## config.mk

```make
export PLATFORM = sky130hd
export DESIGN_NAME = pipe_hazard_ctrl
export DESIGN_NICKNAME = d
export VERILOG_FILES = /design/src/rtl/pipe_hazard_ctrl.sv
export SDC_FILE = /design/constraint.sdc
export NUM_CORES = 1
export LEC_CHECK = 0
export ABC_AREA = 1
export CORE_UTILIZATION = 45
export DETAILED_ROUTE_END_ITERATION = 8
export GPL_ROUTABILITY_DRIVEN = 0
export GPL_TIMING_DRIVEN = 0
export PLACE_DENSITY = 0.78
export SYNTH_ARGS = -nofsm -noshare
export SYNTH_HDL_FRONTEND = slang
export SYNTH_SLANG_ARGS = --single-unit
```

## constraint.sdc

```tcl
create_clock -name clk -period 2.95 [get_ports clk]
set_input_delay 0.59 -clock clk [delete_from_list [all_inputs] [get_ports clk]]
set_output_delay 0.59 -clock clk [all_outputs]
set_load 0.005 [all_outputs]
```

## src/rtl/pipe_hazard_ctrl.sv

```systemverilog
`default_nettype none
// ============================================================================
// Module   : pipe_hazard_ctrl
// Brief    : Y86 5-stage stall/bubble control, halt/single-step sequencer
//            and saturating performance counters.
// Revision : 1.0
// ============================================================================
module pipe_hazard_ctrl #(
  parameter int         CNT_W  = 32,
  parameter logic [3:0] RSP_ID = 4'd5,
  parameter logic [3:0] RNONE  = 4'd15
) (
  input  logic             clk,
  input  logic             rst_n,
  input  logic [3:0]       D_icode,
  input  logic [3:0]       d_srcA,
  input  logic [3:0]       d_srcB,
  input  logic [3:0]       E_icode,
  input  logic [3:0]       E_dstM,
  input  logic             e_cnd,
  input  logic [3:0]       M_icode,
  input  logic [2:0]       m_stat,
  input  logic [2:0]       W_stat,
  input  logic [3:0]       W_icode,
  input  logic             step_mode,
  input  logic             step_req,
  output logic             F_stall,
  output logic             D_stall,
  output logic             W_stall,
  output logic             D_bubble,
  output logic             E_bubble,
  output logic             M_bubble,
  output logic             halted,
  output logic [CNT_W-1:0] cyc_cnt,
  output logic [CNT_W-1:0] stall_cnt,
  output logic [CNT_W-1:0] misp_cnt,
  output logic [CNT_W-1:0] ret_cnt
);

  localparam logic [3:0] I_JXX    = 4'h7;
  localparam logic [3:0] I_RET    = 4'h9;
  localparam logic [3:0] I_MRMOVQ = 4'h5;
  localparam logic [3:0] I_POPQ   = 4'hB;

  localparam logic [2:0] S_AOK = 3'd1;
  localparam logic [2:0] S_HLT = 3'd2;
  localparam logic [2:0] S_ADR = 3'd3;
  localparam logic [2:0] S_INS = 3'd4;

  localparam logic [CNT_W-1:0] CNT_ONE = {{(CNT_W-1){1'b0}}, 1'b1};

  typedef enum logic [1:0] {
    ST_RUN       = 2'd0,
    ST_STEP_WAIT = 2'd1,
    ST_STEP_GO   = 2'd2,
    ST_HALTED    = 2'd3
  } state_e;

  state_e           state_q, state_d;
  logic             halted_q, halted_d;
  logic [CNT_W-1:0] cyc_cnt_q, cyc_cnt_d;
  logic [CNT_W-1:0] stall_cnt_q, stall_cnt_d;
  logic [CNT_W-1:0] misp_cnt_q, misp_cnt_d;
  logic [CNT_W-1:0] ret_cnt_q, ret_cnt_d;

  logic load_use;
  logic ret_fl;
  logic misp;
  logic exc_m;
  logic exc_w;
  logic advancing;
  logic ret_retire;

  // %rsp hazards exactly like any other register, so it needs no special case.
  logic unused_params;
  assign unused_params = ^RSP_ID;

  always_comb begin
    load_use   = ((E_icode == I_MRMOVQ) || (E_icode == I_POPQ)) &&
                 (E_dstM != RNONE) &&
                 ((E_dstM == d_srcA) || (E_dstM == d_srcB));
    ret_fl     = (D_icode == I_RET) || (E_icode == I_RET) || (M_icode == I_RET);
    misp       = (E_icode == I_JXX) && !e_cnd;
    exc_m      = (m_stat == S_HLT) || (m_stat == S_ADR) || (m_stat == S_INS);
    exc_w      = (W_stat == S_HLT) || (W_stat == S_ADR) || (W_stat == S_INS);
    ret_retire = (W_icode == I_RET) && (W_stat == S_AOK);
    advancing  = (state_q == ST_RUN) || (state_q == ST_STEP_GO);
  end

  // Frozen states hold F/D/W and inject nothing.
  always_comb begin
    F_stall  = 1'b1;
    D_stall  = 1'b1;
    W_stall  = 1'b1;
    D_bubble = 1'b0;
    E_bubble = 1'b0;
    M_bubble = 1'b0;
    if (advancing) begin
      F_stall  = load_use || ret_fl;
      D_stall  = load_use;
      D_bubble = misp || (ret_fl && !load_use);
      E_bubble = misp || load_use;
      M_bubble = exc_m || exc_w;
      W_stall  = exc_w;
    end
  end

  always_comb begin
    state_d = state_q;
    case (state_q)
      ST_RUN, ST_STEP_GO: begin
        if (exc_w)          state_d = ST_HALTED;
        else if (step_mode) state_d = ST_STEP_WAIT;
        else                state_d = ST_RUN;
      end
      ST_STEP_WAIT: begin
        if (!step_mode)     state_d = ST_RUN;
        else if (step_req)  state_d = ST_STEP_GO;
        else                state_d = ST_STEP_WAIT;
      end
      ST_HALTED:            state_d = ST_HALTED;
      default:              state_d = ST_RUN;
    endcase
    halted_d = (state_d == ST_HALTED);
  end

  function automatic logic [CNT_W-1:0] sat_inc(input logic [CNT_W-1:0] v,
                                               input logic             en);
    return (en && (v != {CNT_W{1'b1}})) ? (v + CNT_ONE) : v;
  endfunction

  always_comb begin
    cyc_cnt_d   = sat_inc(cyc_cnt_q,   advancing);
    stall_cnt_d = sat_inc(stall_cnt_q, advancing && F_stall);
    misp_cnt_d  = sat_inc(misp_cnt_q,  advancing && misp);
    ret_cnt_d   = sat_inc(ret_cnt_q,   advancing && ret_retire);
  end

  always_ff @(posedge clk or negedge rst_n) begin
    if (!rst_n) begin
      state_q     <= ST_RUN;
      halted_q    <= 1'b0;
      cyc_cnt_q   <= '0;
      stall_cnt_q <= '0;
      misp_cnt_q  <= '0;
      ret_cnt_q   <= '0;
    end else begin
      state_q     <= state_d;
      halted_q    <= halted_d;
      cyc_cnt_q   <= cyc_cnt_d;
      stall_cnt_q <= stall_cnt_d;
      misp_cnt_q  <= misp_cnt_d;
      ret_cnt_q   <= ret_cnt_d;
    end
  end

  assign halted    = halted_q;
  assign cyc_cnt   = cyc_cnt_q;
  assign stall_cnt = stall_cnt_q;
  assign misp_cnt  = misp_cnt_q;
  assign ret_cnt   = ret_cnt_q;

endmodule
`default_nettype wire

```

==> key figures <==
STA
  – Minimum clock period: 2.729 ns
  – Slew Limit Headroom: 0.5856
  – Setup Skew: 0.009683 ns
  – Maximum clock rate: 366.4 MHz
  – Final setup violation count: 0
  – Worst Setup Slack, final: 0.2207 ns
  – Fin crit share: 0.9252
  – RSZ-0062 raised after global routing: no
  – Fin. max-slew vios: 0
  – Final hold vios: 0
  – Worst-margin pin slew: 0.6216 ns

Floorplanning
  – Die Height: 141.5 um
  – Die footprint: 20,020 sq um
  – Core area: 18,890 sq um
  – # rows: 50
  – Starting Density: 0.4634
  – Num ports: 174
  – Die Span X: 141.5 um

Power and ir drop
  – Combinational power share: 0.222
  – PD cells: 477.0 nW/um^2
  – Pint: 3.778 mW
  – Clock Power Share: 0.385
  – Reg power frac: 0.394
  – Max VDD drop: 0.4378 mV
  – Net Sw Frac: 0.3078
  – Switch Pwr: 1.680 mW
  – Leakage dissipation: 5.193 nW

Synthesis
  – Ys async rst share: 1.000
  – Complex-gate fraction of the synthesized area: 0.03758
  – Sequential fraction of the synthesis area: 0.3744
  – Synthesized area: 8756 sq um
  – #FFs+latches synth: 131
  – Adder-Cell Fraction of Synth Area: 0.005716
  – Post-synthesis simple-gate area fraction: 0.4511
  – Xor/xnor share of the synthesized area: 0.05602
  – Post-synth EDFFs: 0
  – Largest family of logic cells by synthesized area: simple AND/OR/NAND/NOR gates
  – Synth Net Count: 1,407
  – Ys Warns: 0
  – Cell count after synthesis: 1,364
  – Post-synthesis mux area share: 0
  – Distinct cells, synth: 34
  – Mean area per synthesized cell: 6.419 sq um
  – Most common flop cell mapped by yosys: dfrtp_1

Drt
  – DR pass1 iterations: 5
  – Routed WL per cell: 14.27 um
  – Wirelength, routed: 26,130 um
  – Drc violations: 0
  – Initial DRC Count: 777
  – Routed Antenna Nets: 0
  – Post-DR vias/cell: 5.144
  – DR vias: 9,418

Setup path
  – Setup crit end kind: output port
  – CP bufs+invs: 2
  – Top Family by Delay on Critical Path: buffers and inverters
  – Worst Path Required: 2.36 ns
  – Critical path, cell by cell: clkdlybuf4s50_1 -> o21ai_0 -> nand2_1 -> a31oi_1 -> clkdlybuf4s50_1
  – Crit path arrival time: 2.14 ns
  – Worst setup path class: in2out
  – Slowest stage cell, crit path: clkdlybuf4s50_1
  – Most used cell, CP: clkdlybuf4s50_1
  – Worst stage delay on the critical path: 0.56 ns
  – Worst Path Max Fanout: 3
  – Startpoint Class: input port

Worst hold path
  – Worst min-delay path class: in2async

Global routing
  – Total grt overflow: 0
  – Global Route Usage Sum: 0.2692
  – Vias in the first global route: 8,979
  – Largest net degree at the start of global routing: 70
  – Initial antenna violation count: 1
  – Global-route wire length before repair: 42,950 um

CTS
  – Htree depth: 4
  – CTS tree: yes
  – Worst-skew pair later-pin latency: 0.44 ns
  – # hold bufs at CTS: 0
  – Num CTS Buffers: 17
  – Setup Fix Bufs, Post-CTS: 0
  – CTS Root Cell: clkbuf_16
  – CTS sink count: 131
  – Clock transition at path regs: 0.06 ns
  – Clk buf depth: 2

Outcome
  – Status: finished, final reports clean

Cells and area
  – Area grow syn2layout: 30.71%
  – Layout Nets: 1,600
  – Core Util, Final: 0.6058
  – Layout cells sized above 1: 0.04904
  – Layout filler cell count: 1,804

Flow run
  – Max_cap viols: 0

Placement
  – DP HPWL: 19,510 um
  – Input/output buffers: 173
  – Worst slack, placed: -0.01164 ns
-- per-stage QoR --
stage | total power [mW] | instances | setup TNS, ns | cell area, sq um | hold WS, ns
after floorplan | 2.724 | 1364 | 0 | 8756 | 0.2944
after global placement | 3.360 | 1797 | -533.10 | 10810 | 0.5022
after detailed placement | 3.388 | 1798 | -0.01164 | 10840 | 0.5043
after CTS | 5.494 | 1830 | 0 | 11420 | 0.1729
after global routing | 5.720 | 1830 | 0 | 11440 | 0.1903
final | 5.459 | 1831 | 0 | 11440 | 0.1397
-- cell usage in the layout (no fill, tap or decap), types with 2 or more instances in the layout --
cell type / count
nor2_2: 2
nand2_1: 596
clkbuf_16: 17
clkinvlp_4: 3
nand3b_1: 26
dfrtp_1: 131
nand4_1: 18
clkinv_2: 5
xnor2_1: 11
nor3_1: 41
clkdlybuf4s50_1: 167
dlymetal6s2s_1: 5
clkbuf_1: 11
nor3_2: 3
buf_6: 5
buf_2: 13
nand3_2: 3
nand2_4: 2
nor2_4: 2
xor2_1: 45
ha_1: 4
nor2_1: 173
a21boi_0: 2
o21ai_2: 4
o21ai_0: 50
clkbuf_8: 2
bufinv_16: 2
inv_2: 5
nand2_2: 4
nand3_1: 76
inv_1: 130
-- power by group through the flow --
stage	Sequential, mW	Combinational [mW]	Clock [mW]
after floorplan	2.15	0.578	0
after global placement	2.17	1.19	0
after detailed placement	2.18	1.21	0
after CTS	2.15	1.22	2.12
after global routing	2.18	1.34	2.20
final	2.15	1.21	2.10
-- area by class of cell --
type                            instances  area, sq um  share of cell area
Clock buffer                           22        464.2             0.04056
Sequential cell                       131         3278              0.2864
Multi-Input combinational cell       1071         4836              0.4225
Buffer                                 26        147.6             0.01290
Tap cell                              260        325.3             0.02842
Timing Repair Buffer                  174         1773              0.1549
Inverter                              136        510.5             0.04460
Clock inverter                         10        107.6            0.009402
Antenna cell                            1        2.502           0.0002187
-- path summary, 6_finish.rpt --
check,slack (ns),start,to,cells past startpoint
max,0.22,W_stat[1],M_bubble,5
min in group clk,0.51,ret_cnt[15]$_DFFE_PN0P_,ret_cnt[15]$_DFFE_PN0P_,2
max reg2reg,0.62,ret_cnt[0]$_DFFE_PN0P_,ret_cnt[9]$_DFFE_PN0P_,13
min,0.14,rst_n,misp_cnt[13]$_DFFE_PN0P_,1
min reg2reg,0.51,ret_cnt[15]$_DFFE_PN0P_,ret_cnt[15]$_DFFE_PN0P_,2
max in group asynchronous,2.04,rst_n,state_q[1]$_DFF_PN0_,2
-- cell usage after synthesis (2+ instances only) --
cell type | count | area (sq um)
inv_2 | 5 | 18.77
a21oi_1 | 2 | 10.01
nand2_4 | 2 | 22.52
buf_2 | 13 | 65.06
buf_6 | 4 | 45.04
xnor2_1 | 11 | 96.34
o21ai_0 | 50 | 250.2
nand3b_1 | 26 | 195.2
xor2_1 | 45 | 394.1
nand2_1 | 596 | 2237
nor2_4 | 2 | 22.52
nand4_1 | 18 | 112.6
nand2_2 | 4 | 25.02
inv_1 | 130 | 488.0
nand3_1 | 78 | 390.4
o21ai_2 | 4 | 35.03
clkbuf_1 | 8 | 30.03
ha_1 | 4 | 50.05
a21boi_0 | 2 | 15.01
nor3_1 | 41 | 205.2
nor3_2 | 3 | 30.03
dfrtp_1 | 131 | 3278
nor2_1 | 174 | 653.1
-- layer usage --
| metal | vias up | GRT usage | wire, um |
|---|---|---|---|
| met1 | 4364 | 0.3471 | 11160 |
| met3 | 57 | 0.05771 | 1930 |
| met2 | 371 | 0.4453 | 12470 |
| li1 | 4626 | - | - |
| met5 | - | 0 | 0 |
| met4 | 0 | 0.09734 | 576 |
-- state kept, by name, summed over array words and instances, names as in the netlist --
name and count:
state_q 2, halted 1, stall_cnt 32, misp_cnt 32, ret_cnt 32, cyc_cnt 32
-- logic make-up after synthesis --
kind of cell / count (synthesis)
AOI/OAI and AO/OA: 61
xor gates and xnor gates: 56
adders and majority gates: 4
buffers and inverters: 162
DFF: 131
and+or+nand+nor: 950
-- what timing repair did --
| action | in CTS | in global routing |
|---|---|---|
| resized for setup | 1 | 8 |
| gates cloned | 0 | 0 |
| endpoints found under the setup margin | 1 | 4 |
| pin swaps | 0 | 1 |
(Power assumes the default switching activity.)
